--- config.mk ---
export PLATFORM = sky130hd
export DESIGN_NAME = array_ifm_feeder
export DESIGN_NICKNAME = d
export VERILOG_FILES = /design/src/rtl/array_feed_pkg.sv /design/src/rtl/array_ifm_feeder_skew_line.sv /design/src/rtl/array_ifm_feeder.sv
export SDC_FILE = /design/constraint.sdc
export NUM_CORES = 2
export LEC_CHECK = 0
export ABC_CLOCK_PERIOD_IN_PS = 5630
export CORE_MARGIN = 2
export CORE_UTILIZATION = 50
export DETAILED_ROUTE_END_ITERATION = 6
export GPL_TIMING_DRIVEN = 1
export PLACE_DENSITY = 0.68
export SETUP_SLACK_MARGIN = 0.05
export SYNTH_ARGS = -nofsm -noshare
export SYNTH_HDL_FRONTEND = slang
export SYNTH_SLANG_ARGS = --single-unit
--- constraint.sdc ---
create_clock -name clk -period 5.63 [get_ports clk]
set_input_delay 1.126 -clock clk [delete_from_list [all_inputs] [get_ports clk]]
set_output_delay 1.126 -clock clk [all_outputs]
set_load 0.1 [all_outputs]
--- src/rtl/array_feed_pkg.sv ---
// Shared types and constants for the systolic-array ifm feeder.
package array_feed_pkg;

   typedef enum logic [2:0] {
      IDLE,
      CLR,
      LOAD,
      RUN,
      DRAIN
   } feed_state_e;

   localparam int unsigned HEIGHT_DEF = 32;
   localparam int unsigned DRAIN_CYC  = HEIGHT_DEF - 1;

   // Drain length for a given array height; at least one cycle so the counter is never empty.
   function automatic int unsigned drain_cyc(input int unsigned height);
      return (height > 1) ? height - 1 : 1;
   endfunction

endpackage

--- src/rtl/array_ifm_feeder_skew_line.sv ---
// DEPTH-stage shift register with async reset; DEPTH=0 degenerates to a wire.
module skew_line #(
   parameter int unsigned DEPTH = 1,
   parameter int unsigned WIDTH = 1
) (
   input  logic             clk,
   input  logic             rst_n,
   input  logic [WIDTH-1:0] d,
   output logic [WIDTH-1:0] q
);

   if (DEPTH == 0) begin : g_wire
      // Clock and reset are intentionally unused in the zero-delay case.
      logic unused_clk_rst;
      assign unused_clk_rst = clk ^ rst_n;
      assign q = d;
   end else begin : g_reg
      logic [WIDTH-1:0] stage_q [DEPTH];

      // Shift the row-0 control/data bundle down the chain one stage per cycle.
      always_ff @(posedge clk or negedge rst_n) begin
         if (!rst_n) begin
            for (int i = 0; i < DEPTH; i++) stage_q[i] <= '0;
         end else begin
            stage_q[0] <= d;
            for (int i = 1; i < DEPTH; i++) stage_q[i] <= stage_q[i-1];
         end
      end

      assign q = stage_q[DEPTH-1];
   end

endmodule

--- src/rtl/array_ifm_feeder.sv ---
// Row sequencer for the systolic array: holds each ifm vector for a programmable number of
// MAC cycles and drives per-row en/clr/mac_done/ifm with an h-cycle skew for row h.
module array_ifm_feeder import array_feed_pkg::*; #(
   parameter int unsigned HEIGHT = HEIGHT_DEF,
   parameter int unsigned IWIDTH = 16,
   parameter int unsigned CWIDTH = 8
) (
   input  logic                          clk,
   input  logic                          rst_n,
   input  logic                          start,
   input  logic [CWIDTH-1:0]             cfg_mac_cyc,
   input  logic                          in_valid,
   output logic                          in_ready,
   input  logic [HEIGHT-1:0][IWIDTH-1:0] in_ifm,
   input  logic                          in_last,
   output logic                          busy,
   output logic                          done,
   output logic [HEIGHT-1:0]             en_i,
   output logic [HEIGHT-1:0]             clr_i,
   output logic [HEIGHT-1:0]             mac_done,
   output logic [HEIGHT-1:0][IWIDTH-1:0] ifm
);

   localparam int unsigned DRAIN_N = drain_cyc(HEIGHT);
   localparam int unsigned DW      = (DRAIN_N > 1) ? $clog2(DRAIN_N) : 1;
   localparam logic [DW-1:0] DRAIN_LAST = DW'(DRAIN_N - 1);

   feed_state_e                   state_q, state_d;
   logic [CWIDTH-1:0]             cnt_q, cnt_d;
   logic [CWIDTH-1:0]             mac_last_q, mac_last_d;
   logic [DW-1:0]                 dcnt_q, dcnt_d;
   logic [HEIGHT-1:0][IWIDTH-1:0] hold_q, hold_d;
   logic                          last_q, last_d;
   logic                          capture;
   logic                          en0_q, clr0_q, md0_q, done_q;

   // Next-state, counters, handshake and vector capture.
   always_comb begin
      state_d    = state_q;
      cnt_d      = cnt_q;
      mac_last_d = mac_last_q;
      dcnt_d     = dcnt_q;
      hold_d     = hold_q;
      last_d     = last_q;
      in_ready   = 1'b0;
      capture    = 1'b0;
      case (state_q)
         IDLE: begin
            if (start) begin
               state_d    = CLR;
               // A zero cycle count is treated as one cycle per vector.
               mac_last_d = (cfg_mac_cyc == '0) ? '0 : cfg_mac_cyc - 1'b1;
               cnt_d      = '0;
               dcnt_d     = '0;
            end
         end
         CLR: state_d = LOAD;
         LOAD: begin
            in_ready = 1'b1;
            if (in_valid) begin
               capture = 1'b1;
               state_d = RUN;
               cnt_d   = '0;
            end
         end
         RUN: begin
            if (cnt_q != mac_last_q) begin
               cnt_d = cnt_q + 1'b1;
            end else if (last_q) begin
               state_d = DRAIN;
               dcnt_d  = '0;
            end else begin
               // Accept the next vector on the final cycle so back-to-back vectors have no bubble.
               in_ready = 1'b1;
               if (in_valid) begin
                  capture = 1'b1;
                  cnt_d   = '0;
               end else begin
                  state_d = LOAD;
               end
            end
         end
         DRAIN: begin
            if (dcnt_q == DRAIN_LAST) state_d = IDLE;
            else                      dcnt_d  = dcnt_q + 1'b1;
         end
         default: state_d = IDLE;
      endcase
      if (capture) begin
         hold_d = in_ifm;
         last_d = in_last;
      end
   end

   // FSM and datapath state.
   always_ff @(posedge clk or negedge rst_n) begin
      if (!rst_n) begin
         state_q    <= IDLE;
         cnt_q      <= '0;
         mac_last_q <= '0;
         dcnt_q     <= '0;
         hold_q     <= '0;
         last_q     <= 1'b0;
      end else begin
         state_q    <= state_d;
         cnt_q      <= cnt_d;
         mac_last_q <= mac_last_d;
         dcnt_q     <= dcnt_d;
         hold_q     <= hold_d;
         last_q     <= last_d;
      end
   end

   // Row-0 controls as glitch-free flops; clr lands the cycle before the first enable.
   always_ff @(posedge clk or negedge rst_n) begin
      if (!rst_n) begin
         en0_q  <= 1'b0;
         clr0_q <= 1'b0;
         md0_q  <= 1'b0;
         done_q <= 1'b0;
      end else begin
         en0_q  <= (state_d == RUN);
         md0_q  <= (state_d == RUN) && (cnt_d == mac_last_q);
         clr0_q <= (state_q == CLR);
         done_q <= (state_q == DRAIN) && (dcnt_q == DRAIN_LAST);
      end
   end

   assign busy = (state_q != IDLE);
   assign done = done_q;

   for (genvar h = 0; h < HEIGHT; h++) begin : g_row
      logic [IWIDTH+2:0] row_d, row_q;

      // ifm rides along with the controls, so it simply holds whenever en is low.
      assign row_d = {clr0_q, en0_q, md0_q, hold_q[h]};

      skew_line #(
         .DEPTH(h),
         .WIDTH(IWIDTH + 3)
      ) u_skew (
         .clk  (clk),
         .rst_n(rst_n),
         .d    (row_d),
         .q    (row_q)
      );

      assign clr_i[h]    = row_q[IWIDTH+2];
      assign en_i[h]     = row_q[IWIDTH+1];
      assign mac_done[h] = row_q[IWIDTH];
      assign ifm[h]      = row_q[IWIDTH-1:0];
   end

endmodule

=== Yosys cells after proc, flatten, opt, wreduce, memory -nomap -nowiden ===
Cells that the tools add are included.
W data, S select, Z words.

* Bits in latches: 0
* Output and inout port bits: 611
* Memories kept: 0
* RAM bits: 0
* ROM bits: 0
* Logic and storage cells: 585
* Register bits after elaboration: 9,965

* $mul: 0
* Bitwise gates (word level): 0
* Reduce and logical (&&, ||, !) cells: 8
* Equality and inequality tests: 12
* Multiplexer cells: 25
* Div/mod/pow operators: 0
* Shifts and indexed selects: 0
* $lt $le $gt $ge: 0
* Add/sub/neg operators: 3

{| class="wikitable"
|+ Operator list
! operator !! count
|-
| $mux W8 || 5
|-
| $pmux W8 S3 || 1
|-
| $mux W5 || 4
|-
| $mux W3 || 6
|-
| $pmux W3 S5 || 1
|-
| $pmux W5 S3 || 1
|-
| $eq A3 B2 Y1 const B || 3
|-
| $add A8 B1 Y8 const B || 1
|-
| $eq A8 B8 Y1 || 1
|-
| $logic_not A8 Y1 || 1
|-
| $ne A2 B2 Y1 const B || 4
|-
| $ne A8 B8 Y1 || 1
|-
| $sub A8 B1 Y8 const B || 1
|-
| $reduce_bool A3 Y1 || 2
|-
| $add A5 B1 Y5 const B || 1
|-
| $eq A5 B5 Y1 const B || 1
|-
| $mux W1 || 5
|-
| $reduce_and A5 Y1 || 1
|-
| $pmux W1 S2 || 2
|-
| $eq A3 B1 Y1 const B || 1
|-
| $eq A3 B3 Y1 const B || 1
|-
| $logic_not A3 Y1 || 1
|-
| $logic_and A1 B1 Y1 || 2
|-
| $reduce_and A2 Y1 || 1
|}

=== Longest topological paths before layout ===
* Depth in word-level cells: 6
* Mapped depth: 10
* Gate-level depth less buffers: 8

=== Cells and area by module ===
Synthesis repeated with hierarchy kept, for this count alone.

* Cells, all modules: 11,337
* Area total of the unflattened synthesis: 263,228.7 µm²

{| class="wikitable"
|+ By module, submodules not included
! module !! area each (µm²) !! sequential area each (µm²) !! instances !! cells each
|-
| array_ifm_feeder || 22,980.8 || 13,538.0 || 1 || 1,324
|-
| skew_line at g_row[31].u_skew || 14,881.8 || 14,739.1 || 1 || 608
|-
| skew_line at g_row[30].u_skew || 14,406.3 || 14,263.7 || 1 || 589
|-
| skew_line at g_row[29].u_skew || 13,930.9 || 13,788.2 || 1 || 570
|-
| skew_line at g_row[28].u_skew || 13,455.4 || 13,312.8 || 1 || 551
|-
| skew_line at g_row[27].u_skew || 12,979.9 || 12,837.3 || 1 || 532
|-
| skew_line at g_row[26].u_skew || 12,504.5 || 12,361.9 || 1 || 513
|-
| skew_line at g_row[25].u_skew || 12,029.0 || 11,886.4 || 1 || 494
|-
| skew_line at g_row[24].u_skew || 11,553.6 || 11,410.9 || 1 || 475
|-
| skew_line at g_row[23].u_skew || 11,078.1 || 10,935.5 || 1 || 456
|-
| skew_line at g_row[22].u_skew || 10,602.7 || 10,460.0 || 1 || 437
|-
| skew_line at g_row[21].u_skew || 10,127.2 || 9,984.6 || 1 || 418
|-
| skew_line at g_row[20].u_skew || 9,651.8 || 9,509.1 || 1 || 399
|-
| skew_line at g_row[19].u_skew || 9,176.3 || 9,033.7 || 1 || 380
|-
| 19 more rows || -- || -- || -- || --
|}

=== Worst setup path before layout ===
Ideal clock, no wire load.

* Kind: reg2out
* Start: reg cnt_q[0]
* End: out in_ready
* Data arrival time: 2.111 ns
* Path buffers: 1
* Setup slack: 2.393 ns
* Cell stages (with the launch flop): 6
* Cells stage by stage: dfrtp_1 buf_6 xor2_2 nor4_4 nand3_1 a21oi_2

* Longest elaborated chain between the ends: 3

{| class="wikitable"
|+ RTL lines
! item !! line !! text
|-
| from (decl) || array_ifm_feeder.sv:29 || <nowiki>logic [CWIDTH-1:0] cnt_q, cnt_d;</nowiki>
|-
| from (signal assigned) || array_ifm_feeder.sv:106 || <nowiki>cnt_q <= cnt_d;</nowiki>
|-
| $ne A8 B8 Y1 || array_ifm_feeder.sv:67 || <nowiki>if (cnt_q != mac_last_q) begin</nowiki>
|-
| $mux W1 || array_ifm_feeder.sv:67 ||
|-
| $pmux W1 S2 || array_ifm_feeder.sv:47 || <nowiki>case (state_q)</nowiki>
|-
| to (decl) || array_ifm_feeder.sv:13 || <nowiki>output logic in_ready,</nowiki>
|}

No other way between the ends.

=== Final worst setup path ===
Ends and elaborated chain as after synthesis.

==> metrics.txt <==
clock latency at the later pin of the worst-skew pair=around 1100 ps; crit path cell chain=xor2_2, nor4_4, nand3_1, a21oi_2, dlymetal6s2s_1; failing checks=DRC; RSZ-0062 raised after global routing=false; CTS buffer count=780; first-pass GRT wire length=roughly 610 mm; Hold Crit Depth=0; Vias/cell=4.50; H-tree depth=6; aggregate global routing overflow=0; worst slew pin tran=between 1000 and 1500 ps; setup tns final=0 ps; Top FF cell, synth=dfrtp_1; average routed wire per standard cell=between 20 and 25 um; delay-heaviest family, CP=buffers and inverters; Worst R2R Path Depth=7; Switch Pwr=between 50000 and 60000 uW; Peak Freq=approximately 200 MHz; Post-synth EDFFs=0; main area contributors after synthesis=dfrtp_1, mux2_1, buf_4; CP max-delay cell=dlymetal6s2s_1; Root Driver=clkbuf_16; CTS tree=yes; critical path arrival=3890 ps; Die W=677 um; via count=a little over 80000; Max FO, Critical Path=9; outcome=complete, but fails checks; Reg2Reg Setup Slack=1520 ps; layout cells sized above 1=12.6%; fin. max-slew vios=0; # rows=~250; Routed Antenna Nets=0; first-pass detailed-route iteration total=7; Max-Slew Margin vs Limit=19.3%; register bit total from synthesis=8570; clock share of power=between 20% and 30%; fillcell total=29200; # port buffers=approximately 1100; synthesized area=between 200000 and 250000 sq um; endpoints failing hold=0; register area=214000 sq um; area of the multi-input gates=6880 sq um; initial core utilization=between 50% and 60%; Final min period=approximately 5000 ps; final layout net count=11900; clk slew on worst S/H paths=60 ps; Reg2Reg Capture Point=g_row[10].row_d[2]; share of the synthesized area in the top cell type=94.8%; area leader, netlist=dfrtp_1; vias in the first global route=97800; switch share=29.7%; max_cap viols=0; Final period util=89.1%; Ys Warns=0; number of DRC markers in iteration 0=5588; largest stage delay on the critical path=820 ps; GP Congestion=0.860; Post-CTS Setup Inserts=0; HP Class=flop to flop; CP endpoint kind=output pin; core area=450000 sq um; GRT Util Overall=17.4%; Comb power frac=13.7%; worst r2r src=cnt_q[0]; die area=~460000 sq um; Hold EP=g_row[27].u_skew.g_reg.stage_q[97]; Async S/R FF share, synth=100%; WP data required=~4500 ps; min-delay src=g_row[27].u_skew.g_reg.stage_q[116]; Int Pwr=130000 uW; total I/O pin count=between 1000 and 1500; hpwl dp=189 mm; initial antenna violation count=73; Area Growth Syn to Fin=19.1%; largest net degree at the start of global routing=approximately 200; Flop pwr share=56.4%; Synthesized Nets=between 10000 and 15000; post-synth cell types=57; total power draw=184000 uW; Die H=just under 700 um; CTS Buffer Depth=4; sequential area share after synthesis=94.8%; Avg Cell Area, Syn=22.9 sq um; Buf+Inv Stages, Crit Path=1; PwrDens=684 nW/um^2; CP startpoint kind=flop; Worst IR Drop VDD=about 0.00053 V; Setup-failing EPs final=0; Cells after Synth=9893; Clock Sinks=between 8000 and 9000; DRC viols=about 120; clock skew=81.7 ps; P_leak=0.123 uW; crit path kind=flop to output pin; Total Wirelength=approximately 380 mm
-- registers in the layout (all words and copies together) (netlist names) --
signal                      cells
clr0_q                          1
cnt_q                           8
dcnt_q                          5
done                            1
en0_q                           1
g_row.row_d                   512
g_row.u_skew.g_reg.stage_q   7507
g_row.u_skew.q                522
last_q                          1
mac_last_q                      8
md0_q                           1
state_q                         3
-- power by group through the flow --
stage	Clock, uW	Sequential, uW	Combinational, uW
after floorplan	0	99300	20400
after global placement	0	102000	24800
after detailed placement	0	104000	25200
after CTS	56800	105000	25500
after global routing	59400	107000	26100
final	55000	104000	25300
-- worst max-delay path by stage --
| stage | from | depth (start not counted) | to | slack [ps] |
|---|---|---|---|---|
| floorplan | cnt_q[0] | 5 | in_ready | 2390 |
| global placement | cnt_q[0] | 5 | in_ready | 1560 |
| detailed placement | cnt_q[0] | 5 | in_ready | 1440 |
| CTS | cnt_q[0] | 5 | in_ready | 200 |
| global route | cnt_q[0] | 5 | in_ready | 460 |
| finish | cnt_q[0] | 5 | in_ready | 610 |
-- area by class of cell --
type                    count  area share, %
diodes                     36         0.0334
clock buffers            1141           8.45
clock inverters           281           1.65
inverters                   9         0.0125
multi-input cells         673           2.55
flip-flops and latches   8570           79.6
well taps                5952           2.76
repair buffers           1297           4.94
-- layout by cell type (no fill, tap or decap), types with 26 or more instances in the layout --
| master | Yosys | layout |
|---|---|---|
| clkinv_16 | 0 | 26 |
| clkbuf_1 | 2 | 174 |
| bufinv_16 | 0 | 79 |
| clkinv_2 | 0 | 123 |
| buf_12 | 0 | 64 |
| clkbuf_8 | 2 | 185 |
| diode_2 | 0 | 36 |
| mux2_2 | 43 | 43 |
| mux2_1 | 470 | 470 |
| clkdlybuf4s50_1 | 0 | 1096 |
| dfrtp_1 | 8570 | 8570 |
| clkbuf_16 | 0 | 782 |
| buf_4 | 579 | 133 |
-- worst reg2reg max path, stage by stage (launching register included) --
cell and delay [ps]:
dfrtp_1 520, xor2_2 270, nor4_4 500, nand3_1 240, a21oi_2 460, nand2_8 570, buf_12 810, mux2_1 600
-- metrics by stage --
stage | instance area (sq um) | cells | hold slack (ps) | worst slack (ps) | util, %
after detailed placement | 242000 | 16500 | 335 | 1440 | 53.8
after CTS | 269000 | 17900 | 283 | 197 | 59.9
final | 269000 | 18000 | 284 | 614 | 59.9
after global routing | 269000 | 17900 | 295 | 459 | 59.9
after floorplan | 226000 | 9893 | 331 | 2390 | -
after global placement | 242000 | 16500 | 331 | 1560 | 53.8
-- cells by family (layout without fill, tap and decap cells) --
| logic type | count (synthesis) | in the layout | synth area share (%) |
|---|---|---|---|
| AND/OR/NAND/NOR | 85 | 85 | 0.211 |
| buffers and inverters | 650 | 2728 | 2.14 |
| adder cells (fa/ha/maj) | 4 | 4 | 0.0221 |
| multiplexers | 516 | 516 | 2.57 |
| other | 0 | 36 | 0 |
| XOR/XNOR | 22 | 22 | 0.0918 |
| AO/OA/AOI/OAI | 46 | 46 | 0.142 |
| flip-flops | 8570 | 8570 | 94.8 |
-- repair_timing --
| item | in CTS | in global routing |
|---|---|---|
| setup endpoints to repair | 0 | 1 |
| hold buffers | 1 | 0 |
| endpoints found under the hold margin | 12 | 0 |
| gates resized for setup | 0 | 1 |
-- layer usage --
| layer | track usage (%) | wire, um |
|---|---|---|
| met5 | 0 | 176 |
| met4 | 6.73 | 15000 |
| met3 | 3.87 | 18800 |
| met2 | 29.8 | 203000 |
| met1 | 21.7 | 146000 |
-- cell usage after synthesis, types with 5 or more instances --
cell     number
xnor2_1       7
dfrtp_1    8570
nand2_1      23
buf_6        21
a21oi_1      10
inv_1         8
nand4_1       5
nor2_1       17
mux2_1      470
o21ai_0      12
nand3_1       6
buf_4       579
buf_2        33
xor2_1       13
mux2_2       43
(Power assumes the default switching activity.)
